**src/rtl/sipo_rx_ctrl_if.sv**
```systemverilog
// ============================================================================
// Module      : sipo_rx_ctrl_if
// Description : Bundles serial front-end, SIPO and parallel-consumer signals
//               of the SIPO receive controller. Parity signals exist only
//               when SIPO_PARITY_CHK_EN is defined.
// Revision    : 1.0 - initial release
// ============================================================================
`default_nettype none

interface sipo_rx_ctrl_if #(
    parameter int WIDTH = 8
);
    logic             frame_start;
    logic             bit_stb;
    logic [WIDTH-1:0] sipo_pout;
    logic             sipo_shift;
    logic             sipo_clr;
    logic [WIDTH-1:0] out_data;
    logic             out_valid;
    logic             out_ready;
    logic             busy;
    logic             overrun;
    logic             frame_err;
`ifdef SIPO_PARITY_CHK_EN
    logic             par_bit;
    logic             parity_err;
`endif

    // master: the controller; slave: front end, SIPO and consumer side
    modport master (
        input  frame_start, bit_stb, sipo_pout, out_ready,
`ifdef SIPO_PARITY_CHK_EN
        input  par_bit,
        output parity_err,
`endif
        output sipo_shift, sipo_clr, out_data, out_valid, busy, overrun, frame_err
    );

    modport slave (
        output frame_start, bit_stb, sipo_pout, out_ready,
`ifdef SIPO_PARITY_CHK_EN
        output par_bit,
        input  parity_err,
`endif
        input  sipo_shift, sipo_clr, out_data, out_valid, busy, overrun, frame_err
    );
endinterface

`default_nettype wire

```
**src/rtl/sipo_rx_ctrl.sv**
```systemverilog
// ============================================================================
// Module      : sipo_rx_ctrl
// Description : Frames WIDTH serial bits into the SIPO and hands the captured
//               word out on a valid/ready port. Optional even-parity check
//               enabled by defining SIPO_PARITY_CHK_EN.
// Revision    : 1.0 - initial release
// ============================================================================
`default_nettype none

module sipo_rx_ctrl #(
    parameter int WIDTH = 8,
    parameter int CNT_W = $clog2(WIDTH + 1)
) (
    input  wire               clk,
    input  wire               reset,
    sipo_rx_ctrl_if.master    bus
);

`ifdef SIPO_PARITY_CHK_EN
    typedef enum logic [1:0] {
        ST_IDLE    = 2'd0,
        ST_SHIFT   = 2'd1,
        ST_CAPTURE = 2'd2,
        ST_PARITY  = 2'd3
    } state_t;
`else
    typedef enum logic [1:0] {
        ST_IDLE    = 2'd0,
        ST_SHIFT   = 2'd1,
        ST_CAPTURE = 2'd2
    } state_t;
`endif

    localparam logic [CNT_W-1:0] C_LAST = CNT_W'(WIDTH - 1);

    state_t             r_state;
    state_t             w_next_state;
    logic [CNT_W-1:0]   r_cnt;
    logic [WIDTH-1:0]   r_out_data;
    logic               r_out_valid;
    logic               r_overrun;
    logic               r_frame_err;
    logic               w_shift;
    logic               w_clr;
    logic               w_cnt_clr;
    logic               w_cnt_inc;
    logic               w_abort;
    logic               w_load;
`ifdef SIPO_PARITY_CHK_EN
    logic               w_par_sample;
    logic               r_par_bit_q;
    logic               r_parity_err;
`endif

    always_comb begin
        w_next_state = r_state;
        w_shift      = 1'b0;
        w_clr        = 1'b0;
        w_cnt_clr    = 1'b0;
        w_cnt_inc    = 1'b0;
        w_abort      = 1'b0;
`ifdef SIPO_PARITY_CHK_EN
        w_par_sample = 1'b0;
`endif
        case (r_state)
            ST_IDLE: begin
                if (bus.frame_start) begin
                    w_clr        = 1'b1;
                    w_cnt_clr    = 1'b1;
                    w_next_state = ST_SHIFT;
                end
            end
            ST_SHIFT: begin
                // A new frame_start wins over a coinciding strobe
                if (bus.frame_start) begin
                    w_clr     = 1'b1;
                    w_cnt_clr = 1'b1;
                    w_abort   = 1'b1;
                end else if (bus.bit_stb) begin
                    w_shift   = 1'b1;
                    w_cnt_inc = 1'b1;
                    if (r_cnt == C_LAST) begin
`ifdef SIPO_PARITY_CHK_EN
                        w_next_state = ST_PARITY;
`else
                        w_next_state = ST_CAPTURE;
`endif
                    end
                end
            end
`ifdef SIPO_PARITY_CHK_EN
            ST_PARITY: begin
                if (bus.frame_start) begin
                    w_clr        = 1'b1;
                    w_cnt_clr    = 1'b1;
                    w_abort      = 1'b1;
                    w_next_state = ST_SHIFT;
                end else if (bus.bit_stb) begin
                    w_par_sample = 1'b1;
                    w_next_state = ST_CAPTURE;
                end
            end
`endif
            ST_CAPTURE: w_next_state = ST_IDLE;
            default:    w_next_state = ST_IDLE;
        endcase
        if (reset) begin
            w_shift = 1'b0;
            w_clr   = 1'b0;
        end
    end

    // Holding register accepts a new word when empty or drained this cycle
    assign w_load = (r_state == ST_CAPTURE) && (!r_out_valid || bus.out_ready);

    always_ff @(posedge clk) begin
        if (reset) begin
            r_state     <= ST_IDLE;
            r_cnt       <= '0;
            r_out_data  <= '0;
            r_out_valid <= 1'b0;
            r_overrun   <= 1'b0;
            r_frame_err <= 1'b0;
        end else begin
            r_state     <= w_next_state;
            r_frame_err <= w_abort;
            if (w_cnt_clr)
                r_cnt <= '0;
            else if (w_cnt_inc)
                r_cnt <= r_cnt + CNT_W'(1);
            if (w_load) begin
                r_out_data  <= bus.sipo_pout;
                r_out_valid <= 1'b1;
            end else begin
                if (r_state == ST_CAPTURE)
                    r_overrun <= 1'b1;
                if (r_out_valid && bus.out_ready)
                    r_out_valid <= 1'b0;
            end
        end
    end

`ifdef SIPO_PARITY_CHK_EN
    always_ff @(posedge clk) begin
        if (reset) begin
            r_par_bit_q  <= 1'b0;
            r_parity_err <= 1'b0;
        end else begin
            if (w_par_sample)
                r_par_bit_q <= bus.par_bit;
            if (w_load)
                r_parity_err <= (^bus.sipo_pout) ^ r_par_bit_q;
        end
    end

    assign bus.parity_err = r_parity_err;
`endif

    assign bus.sipo_shift = w_shift;
    assign bus.sipo_clr   = w_clr;
    assign bus.out_data   = r_out_data;
    assign bus.out_valid  = r_out_valid;
    assign bus.busy       = (r_state != ST_IDLE);
    assign bus.overrun    = r_overrun;
    assign bus.frame_err  = r_frame_err;

endmodule

`default_nettype wire

```
**src/flat_wrapper.sv**
```systemverilog
// flat-port wrapper written by rule: the top's interface ports become plain ports
module sipo_rx_ctrl_flat 
#(
    parameter int WIDTH = 8,
    parameter int CNT_W = $clog2(WIDTH + 1)
)
  (clk, reset, bus_frame_start, bus_bit_stb, bus_sipo_pout, bus_out_ready, bus_sipo_shift, bus_sipo_clr, bus_out_data, bus_out_valid, bus_busy, bus_overrun, bus_frame_err);
  sipo_rx_ctrl_if #(.WIDTH(WIDTH)) bus_i ();
  input  wire clk;
  input  wire reset;
  input wire logic [$bits(bus_i.frame_start)-1:0] bus_frame_start;
  input wire logic [$bits(bus_i.bit_stb)-1:0] bus_bit_stb;
  input wire logic [$bits(bus_i.sipo_pout)-1:0] bus_sipo_pout;
  input wire logic [$bits(bus_i.out_ready)-1:0] bus_out_ready;
  output wire logic [$bits(bus_i.sipo_shift)-1:0] bus_sipo_shift;
  output wire logic [$bits(bus_i.sipo_clr)-1:0] bus_sipo_clr;
  output wire logic [$bits(bus_i.out_data)-1:0] bus_out_data;
  output wire logic [$bits(bus_i.out_valid)-1:0] bus_out_valid;
  output wire logic [$bits(bus_i.busy)-1:0] bus_busy;
  output wire logic [$bits(bus_i.overrun)-1:0] bus_overrun;
  output wire logic [$bits(bus_i.frame_err)-1:0] bus_frame_err;
  assign bus_i.frame_start = bus_frame_start;
  assign bus_i.bit_stb = bus_bit_stb;
  assign bus_i.sipo_pout = bus_sipo_pout;
  assign bus_i.out_ready = bus_out_ready;
  assign bus_sipo_shift = bus_i.sipo_shift;
  assign bus_sipo_clr = bus_i.sipo_clr;
  assign bus_out_data = bus_i.out_data;
  assign bus_out_valid = bus_i.out_valid;
  assign bus_busy = bus_i.busy;
  assign bus_overrun = bus_i.overrun;
  assign bus_frame_err = bus_i.frame_err;
  sipo_rx_ctrl #(.WIDTH(WIDTH), .CNT_W(CNT_W)) u_core (.clk(clk), .reset(reset), .bus(bus_i));
endmodule
```
**config.mk**
```make
export PLATFORM = sky130hd
export DESIGN_NAME = sipo_rx_ctrl_flat
export DESIGN_NICKNAME = d
export VERILOG_FILES = /design/src/rtl/sipo_rx_ctrl_if.sv /design/src/rtl/sipo_rx_ctrl.sv /design/src/flat_wrapper.sv
export SDC_FILE = /design/constraint.sdc
export NUM_CORES = 1
export LEC_CHECK = 0
export CORE_UTILIZATION = 45
export CTS_CLUSTER_SIZE = 28
export DETAILED_ROUTE_END_ITERATION = 16
export GPL_ROUTABILITY_DRIVEN = 0
export HOLD_SLACK_MARGIN = 0.15
export PLACE_DENSITY = 0.81
export REMOVE_ABC_BUFFERS = 1
export SLEW_MARGIN = 20
export SYNTH_ARGS = -nofsm -noshare
export SYNTH_HDL_FRONTEND = slang
export SYNTH_SLANG_ARGS = --single-unit
```
**constraint.sdc**
```tcl
create_clock -name clk -period 3.04 [get_ports clk]
set_input_delay 0.608 -clock clk [delete_from_list [all_inputs] [get_ports clk]]
set_output_delay 0.608 -clock clk [all_outputs]
set_load 0.01 [all_outputs]
```
======== After elaboration in Yosys (flattened, before gate mapping) ========
Cells that the tools add are included.
word-level totals
  bits in registers ....................... 17
  output and inout port bits .............. 14
cells by class
  add/sub/neg operators ................... 1
  mux-type cells .......................... 14
  eq/ne operators ......................... 7
  reductions and logical operators ........ 12
  bitwise gates (word level) .............. 2
operators with widths
  cell                                                                    number
  1-bit two-way mux                                                       9
  2-bit two-way mux                                                       4
  2-bit != test (second input constant)                                   3
  2-bit OR reduction                                                      3
  4-bit by 1-bit adder with 4-bit output (second input constant)          1
  4-bit by 3-bit equality test with 1-bit output (second input constant)  1
  2-bit case mux with 2 select lines                                      1
  4-bit AND reduction                                                     1
  2-bit nonzero test                                                      2
  2-bit by 1-bit equality test with 1-bit output (second input constant)  1
  2-bit equality test (second input constant)                             1
  1-bit logical AND                                                       2
  2-bit zero test                                                         1
  2-bit by 1-bit != test with 1-bit output (second input constant)        1
  1-bit NOT                                                               2
  2-bit AND reduction                                                     1
  1-bit zero test                                                         1
  1-bit logical OR                                                        1

======== Depth between registers and ports, before layout ========
  word-level depth ........................ 5
  gate-level depth with buffers ........... 5
  gate-level depth less buffers ........... 4

======== Worst setup path before layout ========
Ideal clock, no wire load.
  path kind ............................... in2out
  from .................................... input bus_frame_start
  to ...................................... output bus_sipo_shift
  path slack .............................. 1.312 ns
  data required time ...................... 2.432 ns
  stages on the path ...................... 3
  arrival time ............................ 1.120 ns
  path through ............................ and4bb_4 -> nand2_1 -> inv_1
on the way
  longest elaborated chain between the ends .. 3
ends and longest elaborated chain
  item                RTL line             RTL
  start: declaration  flat_wrapper.sv:11   input wire logic [$bits(bus_i.frame_start)-1:0] bus_frame_start;
  1-bit two-way mux   sipo_rx_ctrl.sv:75   if (bus.frame_start) begin
  1-bit two-way mux   sipo_rx_ctrl.sv:65   case (r_state)
  1-bit two-way mux   sipo_rx_ctrl.sv:107  if (reset) begin
  end: declaration    flat_wrapper.sv:15   output wire logic [$bits(bus_i.sipo_shift)-1:0] bus_sipo_shift;
No other way between the ends.

======== Worst setup path in the final report ========
Same ends and word-level chain as after synthesis.

==> impl_metrics.yaml <==
final_layout:
  fin_cells: 123
  final_util_pct: 67.0
  drive_above_1_share_pct: 7.48
  diodes: 0
  nets: 122
  num-fill-cells: 126
  area_growth_pct: 39.9
clocking:
  hold_buffers: 0
  cts_root_buffer: "clkbuf_4"
  cts_buffers: 3
  cts_resized: 0
  clk_latency_ns: 0.29
  cts_setup_buffers: 0
  numClockSinks: 17
  cts_max_level: 1
  cts_tree: "yes"
  clock_path_buffers: 2
  path_clk_slew_ns: 0.09
yosys:
  synth_top_area_cell: "dfxtp_1"
  ys_top_cells_by_area: "dfxtp_1 47%, a21oi_1 6.9%, o21ai_0 6.2%"
  synthFlopType: "dfxtp_1"
  yosysWarnings: 0
  ys_ff_latch: 17
  ys_types: 26
  avgSynthCellArea_um2: 8.91
  ys_async_sr_fraction_pct: 0
  synth_common_cells: "17 x dfxtp_1, 10 x a21oi_1, 9 x o21ai_0"
  yosysSeqAreaShare_pct: 47.1
  synth_top_cell_area_share_pct: 47.1
  syn_area_um2: 722
  synth-edff-count: 0
  synth_cells: 81
  synth.most_common_cell: "dfxtp_1"
sta:
  fin_crit_ns: 2.80
  whs_ns: 0.474
  slew_viol_final: 0
  tns_ns: 0
  rsz0062_at_grt: "false"
  relSlewSlack_pct: 60.0
  worst_slew_pin_slew_ns: 0.598
  clock.fmax_mhz: 357
  hold_viol: 0
  finalSetupViolations: 0
  finalCritPeriodShare_pct: 92.1
  fin_worst_skew_ns: 0.0101
floorplanning:
  die_w_um: 42.1
  coreArea_mm2: 0.00151
  row_count: 14
  die-area_mm2: 0.00177
  start_util_pct: 47.9
  ios: 27
  die_h_um: 42.1
global_route:
  overflow: 0
  grtUsageTotal_pct: 18.4
  grt_pass1_wl_um: 2500
  grt_max_degree: 14
  grt_antenna_before_repair: 0
  first_global_vias: 570
route:
  drc_errors: 0
  drt_iter0_markers: 5
  wl_per_cell_um: 12.4
  vias: 673
  firstDrtPassIters: 4
  ant_nets: 0
  routed_wl_um: 1530
  via_per_inst: 5.47
critical_path:
  rr_worst_depth: 3
  regToRegStartpoint: "u_core.r_state[1]$_SDFFE_PP0P_"
  worstSetupEndpointType: "primary output"
  cp_max_fo: 6
  startpoint_type: "primary input"
  path_class: "in -> out"
  cp.arrival_ns: 2.19
  r2r_slack_ns: 1.63
  cp-startpoint: "bus_frame_start"
  cp.required_ns: 2.43
outcome:
  status: "completed"
hold_path:
  hp-start: "u_core.bus.overrun$_SDFFE_PP0P_"
  hold_class: "reg -> reg"
  min_path_cells: 2
power_and_ir_drop:
  total_leakage_power_nw: 0.377
  vdd_drop_max_mv: 0.232
  finalPower_mw: 0.381
  p_per_area_mw_per_mm2: 377
place:
  place_inst: 119
  dp.final_hpwl_um: 1120
  place.port_buffers: 26
flow_run:
  drv_cap: 0
[through the flow]
step | worst slack (ns) | area (um^2)
global placement | 0.280 | 982
CTS | 0.241 | 1010
global route | 0.167 | 1010
detailed placement | 0.239 | 982
finish | 0.240 | 1010
floorplan | 1.31 | 694
[registers in the layout, indices dropped and copies added (netlist names)]
name and count:
u_core.bus.frame_err 1, u_core.bus.out_data 8, u_core.bus.out_valid 1, u_core.bus.overrun 1, u_core.r_cnt 4, u_core.r_state 2
[routing by layer]
| metal | GRT usage (%) | up-vias | wire length [um] |
|---|---|---|---|
| met5 | 0 | - | 0 |
| met4 | 10.0 | 0 | 25 |
| li1 | - | 338 | - |
| met1 | 22.3 | 304 | 723 |
| met2 | 30.6 | 27 | 684 |
| met3 | 3.45 | 4 | 93 |
[logic make-up (layout without fill, tap and decap cells)]
group	after synthesis	after routing	synth area share, %
adders and majority gates	1	1	1.73
buffers and inverters	9	35	5.89
AOI/OAI and AO/OA	23	23	17.7
xor gates and xnor gates	1	1	1.21
and+or+nand+nor	27	27	22.2
DFF	17	17	47.1
muxes	3	3	4.16
[cells in the final DEF, fill, tap and decap left out, drive strengths merged]
cell,count
a211o,2
a21oi,10
and2,1
and4bb,1
buf,1
clkbuf,3
clkdlybuf4s50,26
clkinv,1
dfxtp,17
ha,1
inv,4
mux2i,3
nand2,2
nand2b,1
nand3,8
nand3b,1
nand4,1
nor2,5
nor2b,2
nor3,1
nor3b,1
nor4,1
o211ai,2
o21ai,9
or2,1
or2b,1
xnor2,1
[worst max-delay path, stage by stage]
cell and delay [ns]:
clkdlybuf4s50_1 0.50, and4bb_4 0.43, nand2_1 0.08, inv_1 0.05, clkdlybuf4s50_1 0.52
[power breakdown]
part | switching, mW | internal (mW)
clock network | 0.0703 | 0.0489
registers | 0.00178 | 0.224
logic | 0.0127 | 0.0232
[final timing paths]
| path | to |
|---|---|
| min | u_core.bus.overrun$_SDFFE_PP0P_ |
| min reg2reg | u_core.bus.overrun$_SDFFE_PP0P_ |
| max reg2reg | u_core.bus.out_data[4]$_SDFFE_PP0P_ |
| max | bus_sipo_shift |
[final cells by class]
type / instances / area, um^2 / area share, %
multi-input cells: 55 / 339 / 33.6
flip-flops and latches: 17 / 340 / 33.7
inverters: 4 / 15.0 / 1.49
clock inverters: 1 / 5.00 / 0.496
clock buffers: 3 / 22.5 / 2.23
repair buffers: 27 / 268 / 26.5
well taps: 16 / 20.0 / 1.98
No activity file was read; power rests on OpenSTA's default activity.
